File: src/rtl/decode_pkg.sv
// Shared types and constants for the MIPS decode stage: field widths, format
// encoding, opcode constants and the fixed-width part of the decoded bundle.
package decode_pkg;

  localparam int unsigned INSTR_W = 32;
  localparam int unsigned OP_W    = 6;
  localparam int unsigned REG_W   = 5;
  localparam int unsigned FUNC_W  = 6;
  localparam int unsigned IMM_W   = 16;
  localparam int unsigned FMT_W   = 2;

  typedef enum logic [FMT_W-1:0] {
    FMT_R = 2'd0,
    FMT_J = 2'd1,
    FMT_I = 2'd2
  } fmt_e;

  localparam logic [OP_W-1:0]  OP_RTYPE = 6'h00;
  localparam logic [OP_W-1:0]  OP_J     = 6'h02;
  localparam logic [OP_W-1:0]  OP_JAL   = 6'h03;
  localparam logic [REG_W-1:0] REG_RA   = 5'd31;

  // XLEN-independent fields; the stage wraps this with its XLEN-wide payload
  typedef struct packed {
    logic [OP_W-1:0]   opcode;
    logic [REG_W-1:0]  rs;
    logic [REG_W-1:0]  rt;
    logic [REG_W-1:0]  rd;
    logic [REG_W-1:0]  shmt;
    logic [FUNC_W-1:0] func;
    fmt_e              fmt;
    logic [REG_W-1:0]  dst;
  } dec_fields_t;

  function automatic fmt_e classify(input logic [OP_W-1:0] op);
    if (op == OP_RTYPE) return FMT_R;
    if (op == OP_J || op == OP_JAL) return FMT_J;
    return FMT_I;
  endfunction

endpackage

File: src/rtl/decode_fields.sv
// Combinational MIPS field split: classification, destination register,
// immediate extension and absolute jump target at XLEN width.
module decode_fields
  import decode_pkg::*;
#(
  parameter int unsigned XLEN = 32
) (
  input  logic [INSTR_W-1:0] instr_i,
  input  logic [XLEN-1:0]    pc_i,
  output dec_fields_t        fields_c_o,
  output logic [XLEN-1:0]    imm_sext_c_o,
  output logic [XLEN-1:0]    imm_zext_c_o,
  output logic [XLEN-1:0]    jtarget_c_o
);

  logic [IMM_W-1:0] imm;
  logic [XLEN-1:0]  pc4;
  logic             unused_pc4_lo;

  always_comb begin
    fields_c_o        = '0;
    fields_c_o.opcode = instr_i[31:26];
    fields_c_o.rs     = instr_i[25:21];
    fields_c_o.rt     = instr_i[20:16];
    fields_c_o.rd     = instr_i[15:11];
    fields_c_o.shmt   = instr_i[10:6];
    fields_c_o.func   = instr_i[5:0];
    fields_c_o.fmt    = classify(instr_i[31:26]);
    fields_c_o.dst    = instr_i[20:16];
    case (instr_i[31:26])
      OP_RTYPE: fields_c_o.dst = instr_i[15:11];
      OP_JAL:   fields_c_o.dst = REG_RA;
      OP_J:     fields_c_o.dst = '0;
      default:  fields_c_o.dst = instr_i[20:16];
    endcase
  end

  assign imm          = instr_i[15:0];
  assign imm_sext_c_o = {{(XLEN-IMM_W){imm[IMM_W-1]}}, imm};
  assign imm_zext_c_o = {{(XLEN-IMM_W){1'b0}}, imm};

  // Jump region comes from the wrapped PC+4; its low bits are replaced
  assign pc4           = pc_i + XLEN'(4);
  assign jtarget_c_o   = {pc4[XLEN-1:28], instr_i[25:0], 2'b00};
  assign unused_pc4_lo = ^pc4[27:0];

endmodule

File: src/rtl/decode_stage.sv
// Registered MIPS decode stage with valid/ready handshake and flush.
// Define DECODE_SKID_EN for a one-entry skid buffer and a registered in_ready.
module decode_stage
  import decode_pkg::*;
#(
  parameter int unsigned     XLEN     = 32,
  parameter logic [XLEN-1:0] RESET_PC = '0
) (
  input  logic               clk,
  input  logic               rst_n,
  input  logic               flush,
  input  logic               in_valid,
  output logic               in_ready,
  input  logic [INSTR_W-1:0] in_instr,
  input  logic [XLEN-1:0]    in_pc,
  output logic               out_valid,
  input  logic               out_ready,
  output logic [OP_W-1:0]    out_opcode,
  output logic [REG_W-1:0]   out_rs,
  output logic [REG_W-1:0]   out_rt,
  output logic [REG_W-1:0]   out_rd,
  output logic [REG_W-1:0]   out_shmt,
  output logic [FUNC_W-1:0]  out_func,
  output logic [XLEN-1:0]    out_imm_sext,
  output logic [XLEN-1:0]    out_imm_zext,
  output logic [XLEN-1:0]    out_jtarget,
  output logic [FMT_W-1:0]   out_fmt,
  output logic [REG_W-1:0]   out_dst,
  output logic [XLEN-1:0]    out_pc
);

  typedef struct packed {
    dec_fields_t     f;
    logic [XLEN-1:0] imm_sext;
    logic [XLEN-1:0] imm_zext;
    logic [XLEN-1:0] jtarget;
    logic [XLEN-1:0] pc;
  } bundle_t;

  typedef enum logic {S_EMPTY = 1'b0, S_FULL = 1'b1} state_e;

  state_e          state_q, state_d;
  bundle_t         in_bundle, out_q, out_d;
  dec_fields_t     fields_c;
  logic [XLEN-1:0] imm_sext_c, imm_zext_c, jtarget_c;
  logic            accept, xfer, load_out;

  decode_fields #(.XLEN(XLEN)) u_fields (
    .instr_i      (in_instr),
    .pc_i         (in_pc),
    .fields_c_o   (fields_c),
    .imm_sext_c_o (imm_sext_c),
    .imm_zext_c_o (imm_zext_c),
    .jtarget_c_o  (jtarget_c)
  );

  assign in_bundle = '{f: fields_c, imm_sext: imm_sext_c, imm_zext: imm_zext_c,
                       jtarget: jtarget_c, pc: in_pc};

`ifdef DECODE_SKID_EN
  logic    skid_valid_q, skid_valid_d, load_skid;
  bundle_t skid_q;
  assign in_ready = !skid_valid_q;
`else
  assign in_ready = (state_q == S_EMPTY) || out_ready;
`endif

  assign accept    = in_valid && in_ready;
  assign xfer      = (state_q == S_FULL) && out_ready;
  assign out_valid = (state_q == S_FULL);

  // Next state and load selects; skid drains into the output before new input
  always_comb begin
    state_d  = state_q;
    load_out = 1'b0;
    out_d    = in_bundle;
`ifdef DECODE_SKID_EN
    skid_valid_d = skid_valid_q;
    load_skid    = 1'b0;
`endif
    if (flush) begin
      state_d = S_EMPTY;
`ifdef DECODE_SKID_EN
      skid_valid_d = 1'b0;
`endif
    end else begin
      case (state_q)
        S_EMPTY: begin
          if (accept) begin
            load_out = 1'b1;
            state_d  = S_FULL;
          end
        end
        S_FULL: begin
`ifdef DECODE_SKID_EN
          if (!xfer) begin
            if (accept) begin
              load_skid    = 1'b1;
              skid_valid_d = 1'b1;
            end
          end else if (skid_valid_q) begin
            load_out     = 1'b1;
            out_d        = skid_q;
            load_skid    = accept;
            skid_valid_d = accept;
          end else if (accept) begin
            load_out = 1'b1;
          end else begin
            state_d = S_EMPTY;
          end
`else
          if (xfer) begin
            if (accept) load_out = 1'b1;
            else        state_d  = S_EMPTY;
          end
`endif
        end
        default: state_d = S_EMPTY;
      endcase
    end
  end

  always_ff @(posedge clk or negedge rst_n) begin
    if (!rst_n) begin
      state_q <= S_EMPTY;
      out_q   <= '{f: '0, imm_sext: '0, imm_zext: '0, jtarget: '0, pc: RESET_PC};
    end else begin
      state_q <= state_d;
      if (load_out) out_q <= out_d;
    end
  end

`ifdef DECODE_SKID_EN
  always_ff @(posedge clk or negedge rst_n) begin
    if (!rst_n) begin
      skid_valid_q <= 1'b0;
      skid_q       <= '0;
    end else begin
      skid_valid_q <= skid_valid_d;
      if (load_skid) skid_q <= in_bundle;
    end
  end
`endif

  assign out_opcode   = out_q.f.opcode;
  assign out_rs       = out_q.f.rs;
  assign out_rt       = out_q.f.rt;
  assign out_rd       = out_q.f.rd;
  assign out_shmt     = out_q.f.shmt;
  assign out_func     = out_q.f.func;
  assign out_fmt      = out_q.f.fmt;
  assign out_dst      = out_q.f.dst;
  assign out_imm_sext = out_q.imm_sext;
  assign out_imm_zext = out_q.imm_zext;
  assign out_jtarget  = out_q.jtarget;
  assign out_pc       = out_q.pc;

endmodule

File: config.mk
export PLATFORM = sky130hd
export DESIGN_NAME = decode_stage
export DESIGN_NICKNAME = d
export VERILOG_FILES = /design/src/rtl/decode_pkg.sv /design/src/rtl/decode_fields.sv /design/src/rtl/decode_stage.sv
export SDC_FILE = /design/constraint.sdc
export NUM_CORES = 1
export LEC_CHECK = 0
export CORE_UTILIZATION = 34
export CTS_CLUSTER_DIAMETER = 120
export DETAILED_ROUTE_END_ITERATION = 10
export HOLD_SLACK_MARGIN = 0.08
export SYNTH_ARGS = -nofsm -noshare
export SYNTH_HDL_FRONTEND = slang
export SYNTH_HIERARCHICAL = 1
export SYNTH_SLANG_ARGS = --single-unit
File: constraint.sdc
create_clock -name clk -period 1.5 [get_ports clk]
set_input_delay 0.15 -clock clk [delete_from_list [all_inputs] [get_ports clk]]
set_output_delay 0.15 -clock clk [all_outputs]
set_load 0.005 [all_outputs]
==> metrics.md <==
| Metric | Value |
|---|---|
| Distinct cell type count after synthesis | 21 |
| Register bit total from synthesis | 168 |
| Arrival @ worst endpoint | 1930 ps |
| DRT iter0 DRCs | 100 |
| Rows | 53 |
| Clk sinks | 168 |
| Clk buf depth | 2 |
| Worst Setup Slack, final | -131 ps |
| Worst-path maximum fanout | 22 |
| Cell internal pwr | 0.00988 W |
| Critical Path Start Type | flop |
| DRT Pass-1 Iters | 4 |
| Total chip power | 0.0132 W |
| Seq/Total Area, Yosys | 56.3% |
| Final Net Count | 755 |
| Endpoints failing hold | 0 |
| Net switching power of the design | 0.00332 W |
| Proportion of layout cells with a drive suffix above 1 | 24.9% |
| Number of fill cells | 1,844 |
| WS Path Type | flop to flop |
| Switch share | 25.2% |
| Comb pwr share | 24.6% |
| CTS H-tree lvls | 4 |
| GP Congestion | 0.731 |
| CTS clk-pin slew, worst paths | 70 ps |
| Leading cell type in the layout, fill and taps excluded | clkdlybuf4s50_1 |
| Area of the multi-input gates | 0.00251 mm² |
| Finished Core Util | 49.2% |
| Hold Path Class | input pin to asynchronous set/reset pin |
| Clock Skew | 9.12 ps |
| Mapped Area | 0.00746 mm² |
| DP Worst Slack | -406 ps |
| Pin count of the biggest net entering global routing | 52 |
| Initial Util | a little over a third |
| Register Area | 0.00420 mm² |
| Antenna cells | 0 |
| Initial antenna violation count | 0 |
| Max-slew violations | 0 |
| WL final | around 17,000 µm |
| Failing checks | negative setup slack |
| P_leak | 4.71 nW |
| Final hold slack | 180 ps |
| Syn_area_per_cell | 14.3 µm² |
| Cell Pwr Density | 1260 mW/mm² |
| Vias in the first global route | 4,652 |
| Die X | 150 µm |
| CTS tree | built |
| Dpl hpwl | approximately 12,000 µm |
| Worst EP required | 1800 ps |
| Final Cycle Share | 109% |
| Post-synthesis cell count | between 500 and 600 |
| Gr ovfl total | 0 |
| CTS Root Cell | clkbuf_16 |
| DIE HEIGHT | 150 µm |
| First-pass GRT wire length | 25,200 µm |
| Core box area | 0.0213 mm² |
| Layout overhead on the synthesized area | 40.5% |
| Shortest period the worst path allows | ~1600 ps |
| Fmax | approximately 600 MHz |
| Final setup violation count | between 150 and 200 |
| CP Capture Type | flop |
| Die area | 0.0225 mm² |
| Per-cell routed wire length | roughly 18 µm |
| Via count | roughly 4,300 |
| Peak VDD IR | a little over 0.7 mV |
| Number of max-cap violations | 0 |
| RSZ-0062 raised after global routing | yes |
| Status | complete, but fails checks |
| ANT nets after route | 0 |
| Tot GR Track Use | between 10% and 20% |
| Remaining DRCs | 0 |
| CTS buffer count | 17 |
| Clk_lat worst skew | 420 ps |
| IO buf count | 237 |
| Reg power frac | a little over two fifths |
| Vias/cell | roughly 4.5 |
| # IOs | 238 |
| Clock power share | roughly a third |
| Commonest cells after routing, fill and taps aside | clkdlybuf4s50_1 (202), dfrtp_1 (168), mux2_4 (81) |
| Warning count from the yosys run | 6 |
-- cells in the mapped netlist --
cell / count / area (µm²)
dfrtp_1: 168 / 4200
mux2_1: 130 / 1460
buf_4: 126 / 946
mux2_2: 37 / 417
buf_6: 13 / 146
nor2_1: 9 / 33.8
nand4_1: 8 / 50.1
nand2_1: 7 / 26.3
a21oi_1: 5 / 25.0
xnor2_1: 4 / 35.0
buf_2: 3 / 15.0
inv_1: 3 / 11.3
a21oi_4: 1 / 16.3
and2_1: 1 / 6.26
conb_1: 1 / 3.75
nand3_1: 1 / 5.00
nor2b_2: 1 / 8.76
nor3_1: 1 / 5.00
nor3b_4: 1 / 18.8
nor4_2: 1 / 12.5
or4_4: 1 / 11.3
-- worst max-delay path: stages (launching register included) --
cell and delay (ps):
dfrtp_1 380, nor2b_4 140, nor3b_4 240, buf_6 200
buf_16 190, mux2_2 350
-- final timing paths --
check,startpoint,to,slack [ps],cells past startpoint
worst max register to register,out_valid$_DFF_PN0_,out_opcode[0]$_DFFE_PN0P_,-130,5
min in group clk,in_pc[1],out_pc[1]$_DFFE_PN0P_,360,2
worst max-delay path,out_valid$_DFF_PN0_,out_opcode[0]$_DFFE_PN0P_,-130,5
worst min register to register,out_pc[23]$_DFFE_PN0P_,out_pc[23]$_DFFE_PN0P_,480,1
worst min-delay path,rst_n,out_pc[27]$_DFFE_PN0P_,180,2
max in group asynchronous,rst_n,out_imm_zext[4]$_DFFE_PN0P_,730,3
-- layout make-up --
type | instances | share of cell area, %
Clock buffer | 18 | 4.19
Clock inverter | 13 | 1.18
Multi-Input combinational cell | 226 | 24.0
Tap cell | 275 | 3.28
Inverter | 3 | 0.107
Timing Repair Buffer | 270 | 27.2
Sequential cell | 168 | 40.1
-- routing by layer --
layer,routed length [µm],GRT usage [%]
met4,315,5.61
met3,1460,6.30
met2,8140,23.7
met1,7180,17.6
met5,0,0
-- registers in the layout, indices dropped and copies added (netlist names) --
signal	flops
out_dst	5
out_jtarget	32
out_func	6
out_imm_sext	32
out_shmt	5
out_opcode	6
out_valid	1
out_rd	5
out_fmt	2
out_imm_zext	32
out_rs	5
out_pc	32
out_rt	5
-- logic make-up (layout without fill, tap and decap cells) --
group	after synthesis	count (layout)	synth area share [%]
flip-flops	168	168	56.3
AND/OR/NAND/NOR	31	31	2.38
XOR/XNOR	4	4	0.470
multiplexers	167	167	25.2
AO/OA/AOI/OAI	6	6	0.553
other	1	18	0.0503
buffers and inverters	145	304	15.0
-- power groups by stage --
stage | clock network, W | registers [W] | logic [W]
finish | 0.00423 | 0.00572 | 0.00325
global route | 0.00456 | 0.00582 | 0.00349
CTS | 0.00436 | 0.00571 | 0.00305
detailed placement | 0 | 0.00579 | 0.00305
global placement | 0 | 0.00575 | 0.00300
floorplan | 0 | 0.00580 | 0.00105
-- stage by stage --
step	setup TNS [ps]	area, µm²	instances
after floorplan	-4650	7610	539
after global placement	-51430	9500	935
after detailed placement	-54630	9500	935
after CTS	-20880	10100	967
after global routing	-27850	10500	973
final	-15650	10500	973
-- repair_timing --
item / in CTS / in global routing
hold buffers: 1 / 0
setup buffers: 0 / 2
gates resized for setup: 12 / 94
endpoints found under the setup margin: 174 / 192
endpoints found under the hold margin: 168 / 0
gates cloned: 0 / 4
No activity file was read; power rests on OpenSTA's default activity.
